## src/rtl/ram_port_arbiter.sv

```systemverilog
// Four-way arbiter (fetch/data ports of two cores) sharing one RAM port.
// Define ARB_STARVE_GUARD_EN to let a pending fetch win after STARVE_MAX data grants.
module ram_port_arbiter #(
  parameter int WORD_W     = 32,
  parameter int STARVE_MAX = 4
) (
  input  logic                   CLK,
  input  logic                   RST,
  input  logic [1:0]             iREN,
  input  logic [1:0][WORD_W-1:0] iaddr,
  output logic [1:0]             iwait,
  output logic [1:0][WORD_W-1:0] iload,
  input  logic [1:0]             dREN,
  input  logic [1:0]             dWEN,
  input  logic [1:0][WORD_W-1:0] daddr,
  input  logic [1:0][WORD_W-1:0] dstore,
  output logic [1:0]             dwait,
  output logic [1:0][WORD_W-1:0] dload,
  output logic                   ramREN,
  output logic                   ramWEN,
  output logic [WORD_W-1:0]      ramaddr,
  output logic [WORD_W-1:0]      ramstore,
  input  logic [WORD_W-1:0]      ramload,
  input  logic [1:0]             ramstate,
  output logic                   ramerr
);

  localparam logic [1:0] RS_ACCESS = 2'd2;
  localparam logic [1:0] RS_ERROR  = 2'd3;

  if (STARVE_MAX < 1) begin : g_cfg_check
    $error("STARVE_MAX must be at least 1");
  end

  typedef enum logic [1:0] {IDLE, GRANT, BURST2} state_t;

  state_t state_q, state_d;
  logic   cls_q, cls_d;      // 1 = data port, 0 = fetch port
  logic   core_q, core_d;
  logic   iptr_q, iptr_d;
  logic   dptr_q, dptr_d;
  logic   ramerr_q, ramerr_d;

  logic [1:0] dreq;
  logic       any_i, any_d;
  logic       pick_fetch;
  logic       win_i, win_d;
  logic       win_req, live, done;

`ifdef ARB_STARVE_GUARD_EN
  localparam int SW = $clog2(STARVE_MAX + 1);
  logic [SW-1:0] starve_q, starve_d;
`endif

  assign dreq  = dREN | dWEN;
  assign any_i = |iREN;
  assign any_d = |dreq;
  assign win_i = iREN[iptr_q] ? iptr_q : ~iptr_q;
  assign win_d = dreq[dptr_q] ? dptr_q : ~dptr_q;

`ifdef ARB_STARVE_GUARD_EN
  assign pick_fetch = any_i && (!any_d || (starve_q == SW'(STARVE_MAX)));
`else
  assign pick_fetch = any_i && !any_d;
`endif

  // A withdrawn request drops the drive immediately, before the FSM sees it.
  assign win_req = cls_q ? dreq[core_q] : iREN[core_q];
  assign live    = (state_q != IDLE) && win_req;
  assign done    = live && ((ramstate == RS_ACCESS) || (ramstate == RS_ERROR));
  assign ramerr  = ramerr_q;

  always_comb begin
    iwait    = 2'b11;
    dwait    = 2'b11;
    iload    = '0;
    dload    = '0;
    ramREN   = 1'b0;
    ramWEN   = 1'b0;
    ramaddr  = '0;
    ramstore = '0;
    if (live) begin
      ramWEN   = cls_q & dWEN[core_q];
      ramREN   = ~(cls_q & dWEN[core_q]);
      ramaddr  = cls_q ? daddr[core_q] : iaddr[core_q];
      ramstore = cls_q ? dstore[core_q] : '0;
    end
    if (done) begin
      if (cls_q) begin
        dwait[core_q] = 1'b0;
        dload[core_q] = ramload;
      end else begin
        iwait[core_q] = 1'b0;
        iload[core_q] = ramload;
      end
    end
  end

  always_comb begin
    state_d  = state_q;
    cls_d    = cls_q;
    core_d   = core_q;
    iptr_d   = iptr_q;
    dptr_d   = dptr_q;
    ramerr_d = ramerr_q | ((state_q != IDLE) && (ramstate == RS_ERROR));
`ifdef ARB_STARVE_GUARD_EN
    starve_d = starve_q;
`endif
    case (state_q)
      IDLE: begin
        if (any_i || any_d) begin
          state_d = GRANT;
          cls_d   = ~pick_fetch;
          if (pick_fetch) begin
            core_d = win_i;
            iptr_d = ~win_i;
          end else begin
            core_d = win_d;
            dptr_d = ~win_d;
          end
`ifdef ARB_STARVE_GUARD_EN
          if (pick_fetch || !any_i) starve_d = '0;
          else                      starve_d = starve_q + 1'b1;
`endif
        end
      end
      GRANT: begin
        if (!win_req)  state_d = IDLE;
        else if (done) state_d = cls_q ? BURST2 : IDLE;
      end
      BURST2: begin
        if (!win_req || done) state_d = IDLE;
      end
      default: state_d = IDLE;
    endcase
  end

  always_ff @(posedge CLK or posedge RST) begin
    if (RST) begin
      state_q  <= IDLE;
      cls_q    <= 1'b0;
      core_q   <= 1'b0;
      iptr_q   <= 1'b0;
      dptr_q   <= 1'b0;
      ramerr_q <= 1'b0;
`ifdef ARB_STARVE_GUARD_EN
      starve_q <= '0;
`endif
    end else begin
      state_q  <= state_d;
      cls_q    <= cls_d;
      core_q   <= core_d;
      iptr_q   <= iptr_d;
      dptr_q   <= dptr_d;
      ramerr_q <= ramerr_d;
`ifdef ARB_STARVE_GUARD_EN
      starve_q <= starve_d;
`endif
    end
  end

endmodule

```

## config.mk

```make
export PLATFORM = sky130hd
export DESIGN_NAME = ram_port_arbiter
export DESIGN_NICKNAME = d
export VERILOG_FILES = /design/src/rtl/ram_port_arbiter.sv
export SDC_FILE = /design/constraint.sdc
export NUM_CORES = 1
export LEC_CHECK = 0
export BUFFER_PORTS_ARGS = -buffer_cell sky130_fd_sc_hd__buf_4
export CORE_AREA = 10 10 159 161
export CTS_CLUSTER_SIZE = 16
export DETAILED_ROUTE_END_ITERATION = 8
export DIE_AREA = 0 0 169 171
export SLEW_MARGIN = 20
export SYNTH_ARGS = -nofsm -noshare
export SYNTH_HDL_FRONTEND = slang
export SYNTH_SLANG_ARGS = --single-unit
export TNS_END_PERCENT = 5
```

## constraint.sdc

```tcl
create_clock -name CLK -period 2.13 [get_ports CLK]
set_input_delay 0.213 -clock CLK [delete_from_list [all_inputs] [get_ports CLK]]
set_output_delay 0.213 -clock CLK [all_outputs]
set_load 0.01 [all_outputs]
```

**After elaboration in Yosys (flattened, before gate mapping)**

Cells that the tools add are included.

- Logic and storage cells: 90
- Bits of input ports: 234
- Register bits after elaboration: 7

- Mux-type cells: 44
- Magnitude comparators: 4
- Bitwise operators: 11
- Reductions and logical operators: 18
- Eq/ne operators: 7

Operator list:

| operator | number |
|---|---|
| $mux W32 | 11 |
| $mux W64 | 4 |
| $and A64 B64 Y64 | 1 |
| $demux W32 S1 | 1 |
| $mux W2 | 9 |
| $mux W1 | 17 |
| $reduce_and A3 Y1 | 3 |
| $eq A2 B2 Y1 const B | 3 |
| $lt A1 B2 Y1 const B | 3 |
| $not A1 Y1 | 6 |
| $pmux W2 S3 | 1 |
| $logic_and A1 B1 Y1 | 5 |
| $ne A2 B2 Y1 const B | 2 |
| $reduce_or A2 Y1 | 2 |
| $logic_or A1 B1 Y1 | 3 |
| $ne A3 B3 Y1 const B | 1 |
| $eq A2 B1 Y1 const B | 1 |
| $logic_not A1 Y1 | 2 |
| $logic_not A2 Y1 | 1 |
| $not A2 Y2 | 1 |
| $or A2 B2 Y2 | 1 |
| $reduce_and A2 Y1 | 1 |
| $reduce_bool A2 Y1 | 1 |
| $and A1 B1 Y1 | 1 |
| other kinds (3) | 3 |

**Logic depth before layout (Yosys ltp)**

- Word-level depth: 9
- Mapped depth: 6
- Mapped depth without buffers: 4

**Least setup slack after synthesis**

No wires, ideal clock.

- Path type: flip-flop to output port
- Start point: register core_q
- End point: output ramaddr[10]
- Data required time: 1.917 ns
- Data arrival time: 1.483 ns
- Slack: 0.434 ns
- Path buffers: 2
- Stages on the path, launching flop included: 6
- Cells stage by stage: dfrtp_1 buf_6 mux4_2 nand2b_4 buf_6 nor2b_1

- Cells in the longest elaborated chain, start to end: 5
- Elaborated cells between the ends (all ways): 12
- Classes of those cells: mux (11); reduce/logical (1)

Ends and longest elaborated chain:

| item | RTL line | source |
|---|---|---|
| from (decl) | 39 | `logic core_q, core_d;` |
| from (signal assigned) | 152 | `core_q <= core_d;` |
| $mux W1 (not written as such) (2 in a row) | 68 | `assign win_req = cls_q ? dreq[core_q] : iREN[core_q];` |
| $mux W1 | 68 |  |
| $logic_and A1 B1 Y1 | 69 | `assign live = (state_q != IDLE) && win_req;` |
| $mux W32 (*) | 82 | `if (live) begin` |
| to (decl) | 21 | `output logic [WORD_W-1:0] ramaddr,` |

Mark *: on every way between the ends. The rest lies on a longest branch, timed or not. The select of a mux whose other input is x is not followed.

**Worst setup path in the final report**

- Start point: register core_q
- End point: output ramaddr[1]

Same word-level chain as after synthesis.

==> flow_metrics.py <==
metrics = {
    "layout": {
        "final_common_cell": "buf_4",
        "layout_common_cells": "437 x buf_4, 128 x and2_1, 38 x nor2_1, 33 x mux4_2, 32 x mux2i_1",
        "post-route-util_pct": 29.9,
        "final_layout_size_suffix_gt1_share_pct": 65.5,
        "n_fill_cell": 2397,
        "final_nets": 1001,
        "area_growth_pct": 133,
        "num_antenna_cells": 0,
    },
    "power_and_ir_drop": {
        "vdd_drop_max_mv": 0.669,
        "clkPwrFrac_pct": 5.6,
        "seq_power_share_pct": 4.5,
        "pwr-share-comb_pct": 90.0,
        "power_density_nw_per_um2": 857,
        "leakagePower_nw": 3.43,
        "power_switching_mw": 2.55,
        "p_sw_share_pct": 44.9,
        "internal_power_mw": 3.14,
    },
    "sta": {
        "finalHoldViolations": 0,
        "skew_ps": 0.759,
        "finalCritPeriodShare_pct": 99.2,
        "tightest_slew_ps": 619,
        "rsz0062_at_grt": "true",
        "min_period_ps": 2110,
        "fmax_mhz": 473,
        "slew_headroom_pct": 58.4,
        "finalSetupViolCount": 0,
        "slew_violations": 0,
        "fin_setup_tns_ps": 0,
    },
    "grt": {
        "antenna_found_initial": 0,
        "grt_overflow": 0,
        "grt_pass1_wl_um": 27800,
        "grt_start_max_net_pins": 35,
        "grt.total_usage_pct": 12.3,
        "grt_pass1_vias": 4310,
    },
    "detailed_routing": {
        "drc_errors": 0,
        "via_count": 4130,
        "routed_wl_um": 20700,
        "drt_iter0_markers": 203,
        "firstDrtPassIters": 4,
        "antenna_left": 0,
        "viasPerCell": 3.93,
        "routedWlPerCell_um": 19.7,
    },
    "run_status": {
        "status": "complete, no violations",
    },
    "job": {
        "maxCapViolations": 0,
    },
    "synthesis": {
        "ys_types": 37,
        "syn-num-nets": 577,
        "ys_ff_latch": 7,
        "synthCells": 343,
        "postSynthAreaPerCell_um2": 8.30,
        "synth_warnings": 0,
        "synth_area_um2": 2850,
        "yosysSeqAreaShare_pct": 6.15,
    },
    "critical_path": {
        "reg2reg_depth": 4,
        "max_stage_delay_ps": 590,
        "startpoint_type": "flip-flop",
        "r2r_start": "state_q[0]$_DFFE_PP0P_",
        "cp.required_ps": 1920,
        "cp_max_fo": 17,
        "critPathBufInv": 1,
        "worstSetupEndpointType": "primary output",
        "critPathKind": "reg2out",
        "cp.depth": 4,
        "endpoint": "ramaddr[1]",
        "worstPathCellList": "mux4_2, nand2b_4, nor2b_1, buf_4",
        "arrival_ps": 1900,
        "cp_slowest_cell": "mux4_2",
        "reg2reg_slack_ps": 590,
        "critPathLaunch": "core_q$_DFFE_PP0P_",
        "crit_family": "multiplexers",
        "r2r_end": "core_q$_DFFE_PP0P_",
    },
    "die": {
        "die-area_um2": 28900,
        "die_h_um": 171,
        "row_count": 55,
        "io_pins": 433,
        "die_x_um": 169,
        "coreArea_um2": 22200,
        "floorplan.initialDensity_pct": 12.8,
    },
    "clocking": {
        "numClockSinks": 7,
        "numCtsBuffers": 3,
        "clockBufferDepth": 2,
        "cts_tree": "yes",
        "cts.clk_slew.worst_paths_ps": 30,
        "cts-root-buf": "clkbuf_16",
        "clk_latency_ps": 230,
        "htreeDepth": 1,
    },
    "hold_path": {
        "worstHoldPathType": "in2reg",
        "whs_path_depth": 2,
    },
    "place": {
        "dp_hpwl_um": 17700,
        "portBuffers": 432,
        "place_congestion": 0.847,
    },
}
how the worst min path moves through the flow:
stage,from,to,slack [ps]
floorplan,RST,cls_q$_DFFE_PP0P_,20
global placement,RST,ramerr$_DFF_PP0_,170
detailed placement,RST,ramerr$_DFF_PP0_,170
CTS,ramstate[0],ramerr$_DFF_PP0_,210
global route,ramstate[0],ramerr$_DFF_PP0_,230
finish,ramstate[0],ramerr$_DFF_PP0_,220
cells in the mapped netlist:
cell | instances | area share [%]
and2_1 | 128 | 28
nor2_1 | 39 | 5.1
mux4_2 | 33 | 26
mux2i_1 | 32 | 11
nor2b_1 | 29 | 6.4
buf_2 | 14 | 2.5
clkbuf_1 | 9 | 1.2
inv_1 | 9 | 1.2
dfrtp_1 | 7 | 6.2
buf_6 | 4 | 1.6
a21oi_1 | 3 | 0.53
clkbuf_2 | 3 | 0.53
nor2b_2 | 3 | 0.92
o21ai_0 | 3 | 0.53
a21o_1 | 2 | 0.53
nand2_1 | 2 | 0.26
nor3_2 | 2 | 0.70
o41ai_1 | 2 | 0.62
a21oi_2 | 1 | 0.31
a31o_2 | 1 | 0.31
a31oi_1 | 1 | 0.22
and3_1 | 1 | 0.22
buf_4 | 1 | 0.26
mux2_2 | 1 | 0.40
nand2_2 | 1 | 0.22
nand2b_4 | 1 | 0.48
nand3_1 | 1 | 0.18
nand3_2 | 1 | 0.35
nand4_1 | 1 | 0.22
nor3_1 | 1 | 0.18
nor3b_2 | 1 | 0.44
nor4_1 | 1 | 0.22
nor4_4 | 1 | 0.75
o211ai_1 | 1 | 0.26
o31ai_1 | 1 | 0.26
o32ai_1 | 1 | 0.31
or2_1 | 1 | 0.22
through the flow:
step | area [um^2] | hold slack, ps | total power, mW | setup WS (ps) | cells
after floorplan | 2850 | 16.4 | 2.97 | 434 | 343
after global placement | 6490 | 167 | 5.22 | 218 | 1044
after detailed placement | 6490 | 173 | 5.26 | 158 | 1044
after CTS | 6590 | 214 | 5.61 | -85.7 | 1049
after global routing | 6640 | 230 | 6.08 | -49.3 | 1051
final | 6640 | 215 | 5.69 | 17.6 | 1051
flip-flops by register name (all words and copies together) (netlist names):
register,count
state_q,2
cls_q,1
core_q,1
dptr_q,1
iptr_q,1
ramerr,1
logic make-up (layout without fill, tap and decap cells):
logic type,Yosys count,in the layout,share of synthesized area (%)
flops,7,7,6.15
compound gates,16,16,3.87
buf+inv,40,462,7.21
simple gates,214,215,45.0
mux,66,66,37.8
layout make-up:
type	instances	area, um^2	area share (%)
multi-input combinational	297	2480	37.4
inverter	9	33.8	0.509
clock buffer	4	78.8	1.19
tap	285	357	5.37
timing repair buffer	449	3510	52.8
sequential	7	180	2.71
power by group through the flow:
| stage | logic [mW] | clock network, mW | registers (mW) |
|---|---|---|---|
| 2_1_floorplan | 2.74 | 0 | 0.236 |
| 4_1_cts | 5.03 | 0.323 | 0.255 |
| 3_5_place_dp | 5.00 | 0 | 0.257 |
| 6_report | 5.12 | 0.316 | 0.256 |
| 3_3_place_gp | 4.96 | 0 | 0.257 |
| 5_1_grt | 5.49 | 0.330 | 0.265 |
routing by layer:
metal | GRT usage [%] | up-vias | share of wire (%)
met4 | 1.09 | 0 | 0.56
met2 | 23.7 | 199 | 54
li1 | - | 2017 | -
met1 | 13.5 | 1906 | 37
met3 | 3.37 | 8 | 8.2
met5 | 0 | - | 0
repair_timing:
item                                    CTS  global route
setup buffers                             0             0
hold endpoints to repair                  7             0
cloned                                    0             2
resized for setup                         1             5
hold buffers                              1             0
pin swaps                                 0             1
endpoints found under the setup margin   34           107
(Power assumes the default switching activity.)
